===== config.mk =====
export PLATFORM = sky130hd
export DESIGN_NAME = arc_sequencer_flat
export DESIGN_NICKNAME = d
export VERILOG_FILES = /design/src/rtl/arc_sequencer_if.sv /design/src/rtl/arc_sequencer.sv /design/src/flat_wrapper.sv
export SDC_FILE = /design/constraint.sdc
export NUM_CORES = 1
export LEC_CHECK = 0
export BUFFER_PORTS_ARGS = -buffer_cell sky130_fd_sc_hd__buf_2
export CAP_MARGIN = 20
export CORE_MARGIN = 5
export CORE_UTILIZATION = 53
export CTS_CLUSTER_DIAMETER = 50
export DETAILED_ROUTE_END_ITERATION = 7
export PLACE_DENSITY = 0.89
export SKIP_LAST_GASP = 1
export SLEW_MARGIN = 20
export SYNTH_ARGS = -nofsm -noshare
export SYNTH_HDL_FRONTEND = slang
export SYNTH_SLANG_ARGS = --single-unit

===== constraint.sdc =====
create_clock -name clk -period 2.95 [get_ports clk]
set_input_delay 0.1475 -clock clk [delete_from_list [all_inputs] [get_ports clk]]
set_output_delay 0.1475 -clock clk [all_outputs]
set_load 0.01 [all_outputs]

===== src/rtl/arc_sequencer_if.sv =====
// Control/status bundle between the ARC sequencer and the datapath.
// The sequencer takes the master side; the datapath (or a bench) takes the slave side.
interface arc_sequencer_if;
  logic [1:0]  op;
  logic [2:0]  op2;
  logic [5:0]  op3;
  logic        cond_true;
  logic        mem_ready;
  logic [12:0] state;
  logic        mem_req;
  logic        mem_we;
  logic        ir_ld;
  logic        pc_ld;
  logic [1:0]  pc_sel;
  logic        rf_we;
  logic [1:0]  rf_wsel;
  logic        psr_ld;
  logic        fault;
  logic [1:0]  fault_code;

  modport master (
    input  op, op2, op3, cond_true, mem_ready,
    output state, mem_req, mem_we, ir_ld, pc_ld, pc_sel, rf_we, rf_wsel, psr_ld,
    output fault, fault_code
  );

  modport slave (
    output op, op2, op3, cond_true, mem_ready,
    input  state, mem_req, mem_we, ir_ld, pc_ld, pc_sel, rf_we, rf_wsel, psr_ld,
    input  fault, fault_code
  );
endinterface


===== src/rtl/arc_sequencer.sv =====
// One-hot ARC control sequencer: fetch/decode/execute/memory phases with memory wait timeout,
// illegal-opcode and corrupt-state detection, all ending in a sticky HALT.
module arc_sequencer #(
  parameter int unsigned MEM_TIMEOUT = 15,
  parameter int unsigned CNT_W       = 8
) (
  input  logic           clk,
  input  logic           preset,
  arc_sequencer_if.master bus
);

  typedef enum logic [12:0] {
    StIf    = 13'h0001,
    StIfw   = 13'h0002,
    StId    = 13'h0004,
    StAlu   = 13'h0008,
    StSethi = 13'h0010,
    StBr    = 13'h0020,
    StCall  = 13'h0040,
    StMa    = 13'h0080,
    StLdw   = 13'h0100,
    StStw   = 13'h0200,
    StWb    = 13'h0400,
    StPcinc = 13'h0800,
    StHalt  = 13'h1000
  } state_e;

  localparam logic [CNT_W-1:0] TimeoutLast =
      (MEM_TIMEOUT == 0) ? '0 : CNT_W'(MEM_TIMEOUT - 1);

  // Plain vector so an illegal (non-one-hot) value can be represented and detected.
  logic [12:0]      state_q, state_d;
  logic [CNT_W-1:0] cnt_q, cnt_d;
  logic             fault_q, fault_d;
  logic [1:0]       code_q, code_d;

  logic       onehot, timeout_hit;
  logic       req, we, ir, pl, rw, psr;
  logic [1:0] ps, ws;

  assign onehot      = (state_q != '0) && ((state_q & (state_q - 13'd1)) == '0);
  assign timeout_hit = (MEM_TIMEOUT != 0) && (cnt_q == TimeoutLast) && !bus.mem_ready;

  always_comb begin
    state_d = state_q;
    cnt_d   = '0;
    fault_d = fault_q;
    code_d  = code_q;
    req     = 1'b0;
    we      = 1'b0;
    ir      = 1'b0;
    pl      = 1'b0;
    ps      = 2'b00;
    rw      = 1'b0;
    ws      = 2'b00;
    psr     = 1'b0;
    if (!onehot) begin
      state_d = StHalt;
      fault_d = 1'b1;
      code_d  = 2'b11;
    end else begin
      unique case (state_q)
        StIf: begin
          req     = 1'b1;
          state_d = StIfw;
        end
        StIfw, StLdw, StStw: begin
          req = 1'b1;
          we  = (state_q == StStw);
          if (timeout_hit) begin
            state_d = StHalt;
            fault_d = 1'b1;
            code_d  = 2'b10;
          end else if (bus.mem_ready) begin
            ir = (state_q == StIfw);
            unique case (state_q)
              StIfw:   state_d = StId;
              StLdw:   state_d = StWb;
              default: state_d = StPcinc;
            endcase
          end else begin
            cnt_d = cnt_q + 1'b1;
          end
        end
        StId: begin
          if (bus.op == 2'b01)                            state_d = StCall;
          else if (bus.op == 2'b00 && bus.op2 == 3'b100)  state_d = StSethi;
          else if (bus.op == 2'b00 && bus.op2 == 3'b010)  state_d = StBr;
          else if (bus.op == 2'b10)                       state_d = StAlu;
          else if (bus.op == 2'b11 && (bus.op3 == 6'b000000 || bus.op3 == 6'b000100))
            state_d = StMa;
          else begin
            state_d = StHalt;
            fault_d = 1'b1;
            code_d  = 2'b01;
          end
        end
        StAlu: begin
          rw = 1'b1;
          if (bus.op3 == 6'b111000) begin
            ws      = 2'b01;
            pl      = 1'b1;
            ps      = 2'b11;
            state_d = StIf;
          end else begin
            psr     = bus.op3[4];
            state_d = StPcinc;
          end
        end
        StSethi: begin
          rw      = 1'b1;
          ws      = 2'b10;
          state_d = StPcinc;
        end
        StBr: begin
          if (bus.cond_true) begin
            pl      = 1'b1;
            ps      = 2'b01;
            state_d = StIf;
          end else begin
            state_d = StPcinc;
          end
        end
        StCall: begin
          rw      = 1'b1;
          ws      = 2'b01;
          pl      = 1'b1;
          ps      = 2'b10;
          state_d = StIf;
        end
        StMa: begin
          if (bus.op3 == 6'b000000)      state_d = StLdw;
          else if (bus.op3 == 6'b000100) state_d = StStw;
          else begin
            state_d = StHalt;
            fault_d = 1'b1;
            code_d  = 2'b01;
          end
        end
        StWb: begin
          rw      = 1'b1;
          ws      = 2'b11;
          state_d = StPcinc;
        end
        StPcinc: begin
          pl      = 1'b1;
          state_d = StIf;
        end
        default: state_d = StHalt;
      endcase
    end
  end

  always_ff @(posedge clk) begin
    if (preset) begin
      state_q <= StIf;
      cnt_q   <= '0;
      fault_q <= 1'b0;
      code_q  <= 2'b00;
    end else begin
      state_q <= state_d;
      cnt_q   <= cnt_d;
      fault_q <= fault_d;
      code_q  <= code_d;
    end
  end

  assign bus.state      = state_q;
  assign bus.mem_req    = req & ~preset;
  assign bus.mem_we     = we & ~preset;
  assign bus.ir_ld      = ir & ~preset;
  assign bus.pc_ld      = pl & ~preset;
  assign bus.pc_sel     = preset ? 2'b00 : ps;
  assign bus.rf_we      = rw & ~preset;
  assign bus.rf_wsel    = preset ? 2'b00 : ws;
  assign bus.psr_ld     = psr & ~preset;
  assign bus.fault      = fault_q;
  assign bus.fault_code = code_q;

endmodule


===== src/flat_wrapper.sv =====
// flat-port wrapper written by rule: the top's interface ports become plain ports
module arc_sequencer_flat 
#(
  parameter int unsigned MEM_TIMEOUT = 15,
  parameter int unsigned CNT_W       = 8
)
  (clk, preset, bus_op, bus_op2, bus_op3, bus_cond_true, bus_mem_ready, bus_state, bus_mem_req, bus_mem_we, bus_ir_ld, bus_pc_ld, bus_pc_sel, bus_rf_we, bus_rf_wsel, bus_psr_ld, bus_fault, bus_fault_code);
  arc_sequencer_if bus_i ();
  input  logic clk;
  input  logic preset;
  input wire logic [$bits(bus_i.op)-1:0] bus_op;
  input wire logic [$bits(bus_i.op2)-1:0] bus_op2;
  input wire logic [$bits(bus_i.op3)-1:0] bus_op3;
  input wire logic [$bits(bus_i.cond_true)-1:0] bus_cond_true;
  input wire logic [$bits(bus_i.mem_ready)-1:0] bus_mem_ready;
  output wire logic [$bits(bus_i.state)-1:0] bus_state;
  output wire logic [$bits(bus_i.mem_req)-1:0] bus_mem_req;
  output wire logic [$bits(bus_i.mem_we)-1:0] bus_mem_we;
  output wire logic [$bits(bus_i.ir_ld)-1:0] bus_ir_ld;
  output wire logic [$bits(bus_i.pc_ld)-1:0] bus_pc_ld;
  output wire logic [$bits(bus_i.pc_sel)-1:0] bus_pc_sel;
  output wire logic [$bits(bus_i.rf_we)-1:0] bus_rf_we;
  output wire logic [$bits(bus_i.rf_wsel)-1:0] bus_rf_wsel;
  output wire logic [$bits(bus_i.psr_ld)-1:0] bus_psr_ld;
  output wire logic [$bits(bus_i.fault)-1:0] bus_fault;
  output wire logic [$bits(bus_i.fault_code)-1:0] bus_fault_code;
  assign bus_i.op = bus_op;
  assign bus_i.op2 = bus_op2;
  assign bus_i.op3 = bus_op3;
  assign bus_i.cond_true = bus_cond_true;
  assign bus_i.mem_ready = bus_mem_ready;
  assign bus_state = bus_i.state;
  assign bus_mem_req = bus_i.mem_req;
  assign bus_mem_we = bus_i.mem_we;
  assign bus_ir_ld = bus_i.ir_ld;
  assign bus_pc_ld = bus_i.pc_ld;
  assign bus_pc_sel = bus_i.pc_sel;
  assign bus_rf_we = bus_i.rf_we;
  assign bus_rf_wsel = bus_i.rf_wsel;
  assign bus_psr_ld = bus_i.psr_ld;
  assign bus_fault = bus_i.fault;
  assign bus_fault_code = bus_i.fault_code;
  arc_sequencer #(.MEM_TIMEOUT(MEM_TIMEOUT), .CNT_W(CNT_W)) u_core (.clk(clk), .preset(preset), .bus(bus_i));
endmodule

After elaboration in Yosys (flattened, before gate mapping) --
Cells that the tools add are included. W data, S select, Z words.
Cells by class: $add $sub $neg 2, multipliers 0, div/mod/pow operators 0, $lt $le $gt $ge 0, equal/unequal tests 31, shift-type cells 0, multiplexer cells 60, bitwise logic cells 10, reductions and logical operators 19
Operators by type and width (count):
- $mux W13 | 10
- $pmux W13 S8 | 1
- $mux W2 | 14
- $mux W1 | 27
- $mux W12 | 2
- $ne A3 B3 Y1 const B | 8
- $pmux W12 S2 | 1
- $and A13 B13 Y13 | 1
- $eq A13 B1 Y1 const B | 1
- $eq A13 B10 Y1 const B | 1
- $eq A13 B11 Y1 const B | 1
- $eq A13 B12 Y1 const B | 1
- $eq A13 B2 Y1 const B | 1
- $eq A13 B3 Y1 const B | 1
- $eq A13 B4 Y1 const B | 1
- $eq A13 B5 Y1 const B | 1
- $eq A13 B6 Y1 const B | 1
- $eq A13 B7 Y1 const B | 1
- $eq A13 B8 Y1 const B | 1
- $eq A13 B9 Y1 const B | 1
- $logic_not A13 Y1 | 1
- $reduce_bool A13 Y1 | 1
- $sub A13 B1 Y13 const B | 1
- $pmux W2 S3 | 2
- 24 further kinds | 41
Storage, ports and cells: flip-flop bits (word level) 24, bits in latches 0, memory bits (writable) 0, ROM bits 0, input port bits 15, output and inout bits 26, word-level logic and storage cells 127, memories kept 0

Longest topological paths before layout --
word-level depth 10, mapped depth 8, gate-level depth less buffers 7

Worst setup path after synthesis --
OpenSTA, ideal clock, no wires.
kind flip-flop to flip-flop, from register u_core.state_q[5] (netlist: u_core.bus.state[5]), to register u_core.state_q[12] (netlist: u_core.bus.state[12]), arrival time 2.144 ns, path slack 0.726 ns, stages on the path, launching flop included 9, path buffers 3, clock period less this slack 2.224 ns, cell sequence dfxtp_1 -> buf_2 -> or4_4 -> buf_6 -> or4_4 -> buf_6 -> a21oi_4 -> a211oi_2 -> a211oi_2
Between the ends: word-level cells in the longest chain between the ends 5
Ends and longest elaborated chain:
- from (decl) | RTL line arc_sequencer.sv:32 | logic [12:0] state_q, state_d;
- from (signal assigned) | RTL line arc_sequencer.sv:156 | state_q <= StIf;
- from (signal assigned) | RTL line arc_sequencer.sv:161 | state_q <= state_d;
- $sub A13 B1 Y13 | RTL line arc_sequencer.sv:41 | assign onehot = (state_q != '0) && ((state_q & (state_q - 13'd1)) == '0);
- $and A13 B13 Y13 | RTL line arc_sequencer.sv:41
- $logic_not A13 Y1 | RTL line arc_sequencer.sv:41
- $logic_and A1 B1 Y1 | RTL line arc_sequencer.sv:41
- $ne A4 B4 Y1 (no source line) or $mux W13 (tied branches)
Parallel ways exist; a longest one is shown, timed or not. A chain may end at the register's enable or synchronous reset.

Worst setup path in the final report --
from register u_core.state_q[0] (netlist: u_core.bus.state[0]), to output bus_psr_ld
Between the ends: word-level cells in the longest chain between the ends 6
Ends and longest elaborated chain:
- $sub A13 B1 Y13 | RTL line arc_sequencer.sv:41
- $and A13 B13 Y13 | RTL line arc_sequencer.sv:41
- $logic_not A13 Y1 | RTL line arc_sequencer.sv:41
- $logic_and A1 B1 Y1 | RTL line arc_sequencer.sv:41
- $mux W1 * | RTL line arc_sequencer.sv:57 | if (!onehot) begin
- $and A1 B1 Y1 * | RTL line arc_sequencer.sv:176 | assign bus.psr_ld = psr & ~preset;
- to (decl) | RTL line flat_wrapper.sv:24 | output wire logic [$bits(bus_i.psr_ld)-1:0] bus_psr_ld;
Every way passes the cells marked *; elsewhere a longest branch is shown, timed or not.

==> out/metrics.csv <==
stage,metric,value,unit
logic_synthesis,"Warnings, synthesis",0,
global_route,pin count of the biggest net entering global routing,17,
logic_synthesis,Post-synth top flop,dfxtp_1,
cts,Clock Path Buffers,2,
place,I/O Buffers,40,
logic_synthesis,number of enable flip-flop cells after synthesis,0,
place,DP HPWL,3.34,mm
layout,share of cells above drive strength 1,28.2,%
worst_setup_path,CP cell instances,nor4_4 > buf_4 > o211ai_1 > a2111oi_4 > nand4_1 > buf_4 > nor3_1 > buf_2,
logic_synthesis,mapped cell area,1670,µm²
worst_setup_path,CP Launch Point,u_core.bus.state[0]$_SDFFE_PP1P_,
worst_setup_path,r2r setup slk,0.51,ns
worst_setup_path,arrival time at the worst endpoint,2.68,ns
detailed_routing,WL/cell,15.5,µm
global_route,antenna violations before repair,0,
timing,fmax,354,MHz
timing,Worst-Margin Slew,0.531,ns
floorplanning,Core Area,3030,µm²
power_and_ir_drop,Max VDD drop,0.000301,V
cts,# clock sinks,24,
floorplanning,Die Width,66.1,µm
layout,# diodes,0,
cts,"CTS clk-pin slew, worst paths",0.14,ns
floorplanning,initial core utilization,55.1,%
logic_synthesis,multiplexer share of the synthesized area,0,%
power_and_ir_drop,leakage,0.763,nW
detailed_routing,Residual DRC,0,
cts,CTS tree,built,
floorplanning,I/O pins,41,
power_and_ir_drop,overall power,0.703,mW
timing,Relative slew margins,64.3,%
timing,hold_ws,0.0300,ns
worst_setup_path,Worst path max stage delay,0.49,ns
logic_synthesis,main combinational cell family by area after synthesis,simple AND/OR/NAND/NOR gates,
detailed_routing,via-per-instance ratio,5.99,
global_route,first-pass GRT wire length,7.22,mm
logic_synthesis,post-synthesis cell type with the largest combined area,dfxtp_1,
worst_setup_path,r2r startpoint,u_core.bus.state[0]$_SDFFE_PP1P_,
worst_setup_path,data required time of the worst path,2.80,ns
layout,Layout area overhead,15.6,%
logic_synthesis,Synth Area per Inst,7.94,µm²
place,GP Congestion,0.994,
timing,Final Hold Fails,0,
detailed_routing,1st-iter DRT viols,186,
timing,clk_skew,0.00151,ns
global_route,GRT Total Usage,20.9,%
cts,clock latency on the worst-skew pair,0.33,ns
logic_synthesis,Synth Area in Adders,1.50,%
timing,Setup TNS,0,ns
timing,Setup Viol. Count Final,0,
logic_synthesis,Cells after Synth,210,
layout,"commonest non-fill, non-tap cells in the layout","buf_2, nor2_1, dfxtp_1, nor3_1, inv_1",
floorplanning,Chip Height,66.1,µm
detailed_routing,via count,1707,
logic_synthesis,cells taking the most area after synthesis,"dfxtp_1, nor2_1, xnor2_1",
detailed_routing,WL final,4.42,mm
layout,"commonest non-fill, non-tap cell in the layout",buf_2,
logic_synthesis,Simple-Gate Fraction of Synth Area,40.3,%
worst_setup_path,Worst Setup EP,bus_psr_ld,
worst_setup_path,crit path max-delay cell type,dfxtp_1,
worst_setup_path,CP Class,reg2out,
cts,TritonCTS Buffers,3,
floorplanning,row count,20,
timing,RSZ-0062 raised after global routing,false,
timing,final period demand of the worst path,2.82,ns
logic_synthesis,Synth cell types,47,
power_and_ir_drop,Power per Cell Area,365,nW/µm²
logic_synthesis,Synth Area in Compound Gates,15.1,%
worst_hold_path,Hold Path Class,in2reg,
place,Post-DP Area,1850,µm²
worst_setup_path,Startpoint Class,flip-flop,
layout,design area,1930,µm²
logic_synthesis,XOR/XNOR Fraction of Synth Area,6.30,%
timing,Max Transition Viols Final,0,
logic_synthesis,Yosys top cell area share,28.8,%
global_route,vias in the first global route,1525,
logic_synthesis,post-synthesis register bit count,24,
worst_setup_path,RR Endpoint,u_core.bus.state[5]$_SDFFE_PP0P_,
detailed_routing,antenna-violating nets left,0,
run_status,outcome,finished clean,
cts,clk root buf,clkbuf_4,
worst_setup_path,Worst setup EP type,primary output,
logic_synthesis,Synth async-reset ratio,0,%
cts,CTS HTree Levels,1,
detailed_routing,drt first pass iters,5,
layout,fin nets,259,
timing,Final period util,95.7,%
flow_run,max_cap viols,0,
worst_setup_path,CP most frequent cell,buf_4,
logic_synthesis,"Seq/Total Area, Yosys",28.8,%
worst_setup_path,Worst Path Max Fanout,14,
floorplanning,die area,4370,µm²
worst_setup_path,R2R depth,7,
global_route,GRT Residual Overflow,0,
logic_synthesis,syn nets,227,
## sequential cells by signal, indices dropped and copies added, names as in the netlist
signal / cells
u_core.bus.fault: 1
u_core.cnt_q: 8
u_core.bus.fault_code: 2
u_core.bus.state: 13
## cell families (layout without fill, tap and decap cells)
group / Yosys count / in the layout
flops: 24 / 24
xor+xnor: 12 / 12
compound gates: 32 / 32
buf+inv: 27 / 58
fa+ha+maj: 2 / 2
simple gates: 113 / 113
## per-layer routing
layer | vias to the layer above | track usage [%] | wire [µm]
met5 | - | 0 | 0
met4 | 0 | 7.61 | 65
met3 | 8 | 4.08 | 432
met2 | 94 | 31.4 | 1990
met1 | 760 | 29.2 | 1930
li1 | 845 | - | -
## Yosys cell counts, types with 2 or more instances
cell / n
nor3_2: 2
or2_2: 6
ha_1: 2
inv_1: 10
nor4_4: 2
buf_6: 3
a22oi_1: 2
o32ai_1: 2
xor2_1: 4
nand3_1: 9
and3_1: 3
nor4_1: 8
a211oi_2: 2
xnor2_1: 8
dfxtp_1: 24
buf_2: 8
o41ai_1: 2
a31oi_1: 3
nand4b_1: 3
o22ai_1: 2
or3_1: 6
nand4_1: 8
or4_1: 3
clkbuf_1: 5
nor2_1: 30
nand2_1: 7
o21ai_0: 3
nand2b_1: 2
nor4b_1: 3
nor3_1: 13
a21oi_1: 7
or4b_2: 2
or4_4: 2
## how the worst min path moves through the flow
stage | start | to | slack [ns] | cells after the start
global route | bus_op3[2] | u_core.bus.state[8]$_SDFFE_PP0P_ | 0.04 | 2
finish | bus_op[1] | u_core.bus.state[6]$_SDFFE_PP0P_ | 0.03 | 2
CTS | bus_op[1] | u_core.bus.state[6]$_SDFFE_PP0P_ | 0.04 | 2
global placement | bus_op[1] | u_core.bus.state[6]$_SDFFE_PP0P_ | 0.38 | 2
detailed placement | bus_op[1] | u_core.bus.state[6]$_SDFFE_PP0P_ | 0.38 | 2
floorplan | preset | u_core.bus.state[12]$_SDFFE_PP0P_ | 0.21 | 1
## what timing repair did
item	CTS	global route
setup endpoints to repair	0	10
resized for setup	0	2
setup buffers	0	1
hold buffers	0	0
## stage by stage
step / setup WS [ns] / cells / utilization, %
after floorplan: 0.726 / 210 / -
after global routing: 0.00629 / 285 / 63.7
final: 0.126 / 285 / 63.7
after CTS: 0.0164 / 284 / 62.8
after global placement: 0.554 / 280 / 61.1
after detailed placement: 0.412 / 280 / 61.1
## power breakdown
group	internal, mW	total, mW	switching [mW]
clock network	0.138	0.246	0.108
logic	0.0482	0.115	0.0665
registers	0.332	0.343	0.0112
## cell type report
cell class | count | area (µm²)
Clock inverter | 1 | 30.0
Multi-Input combinational cell | 159 | 1070
Clock buffer | 3 | 22.5
Timing Repair Buffer | 44 | 230
Tap cell | 44 | 55.1
Fill cell | 265 | 1100
Inverter | 10 | 37.5
Sequential cell | 24 | 480
## worst max-delay path: cells and delay by family (launching register included)
kind | cells | cell delay, ns
buffers and inverters | 3 | 0.56
AOI/OAI and AO/OA | 2 | 0.64
DFF | 1 | 0.49
and+or+nand+nor | 3 | 0.67
No activity file was read; power rests on OpenSTA's default activity.
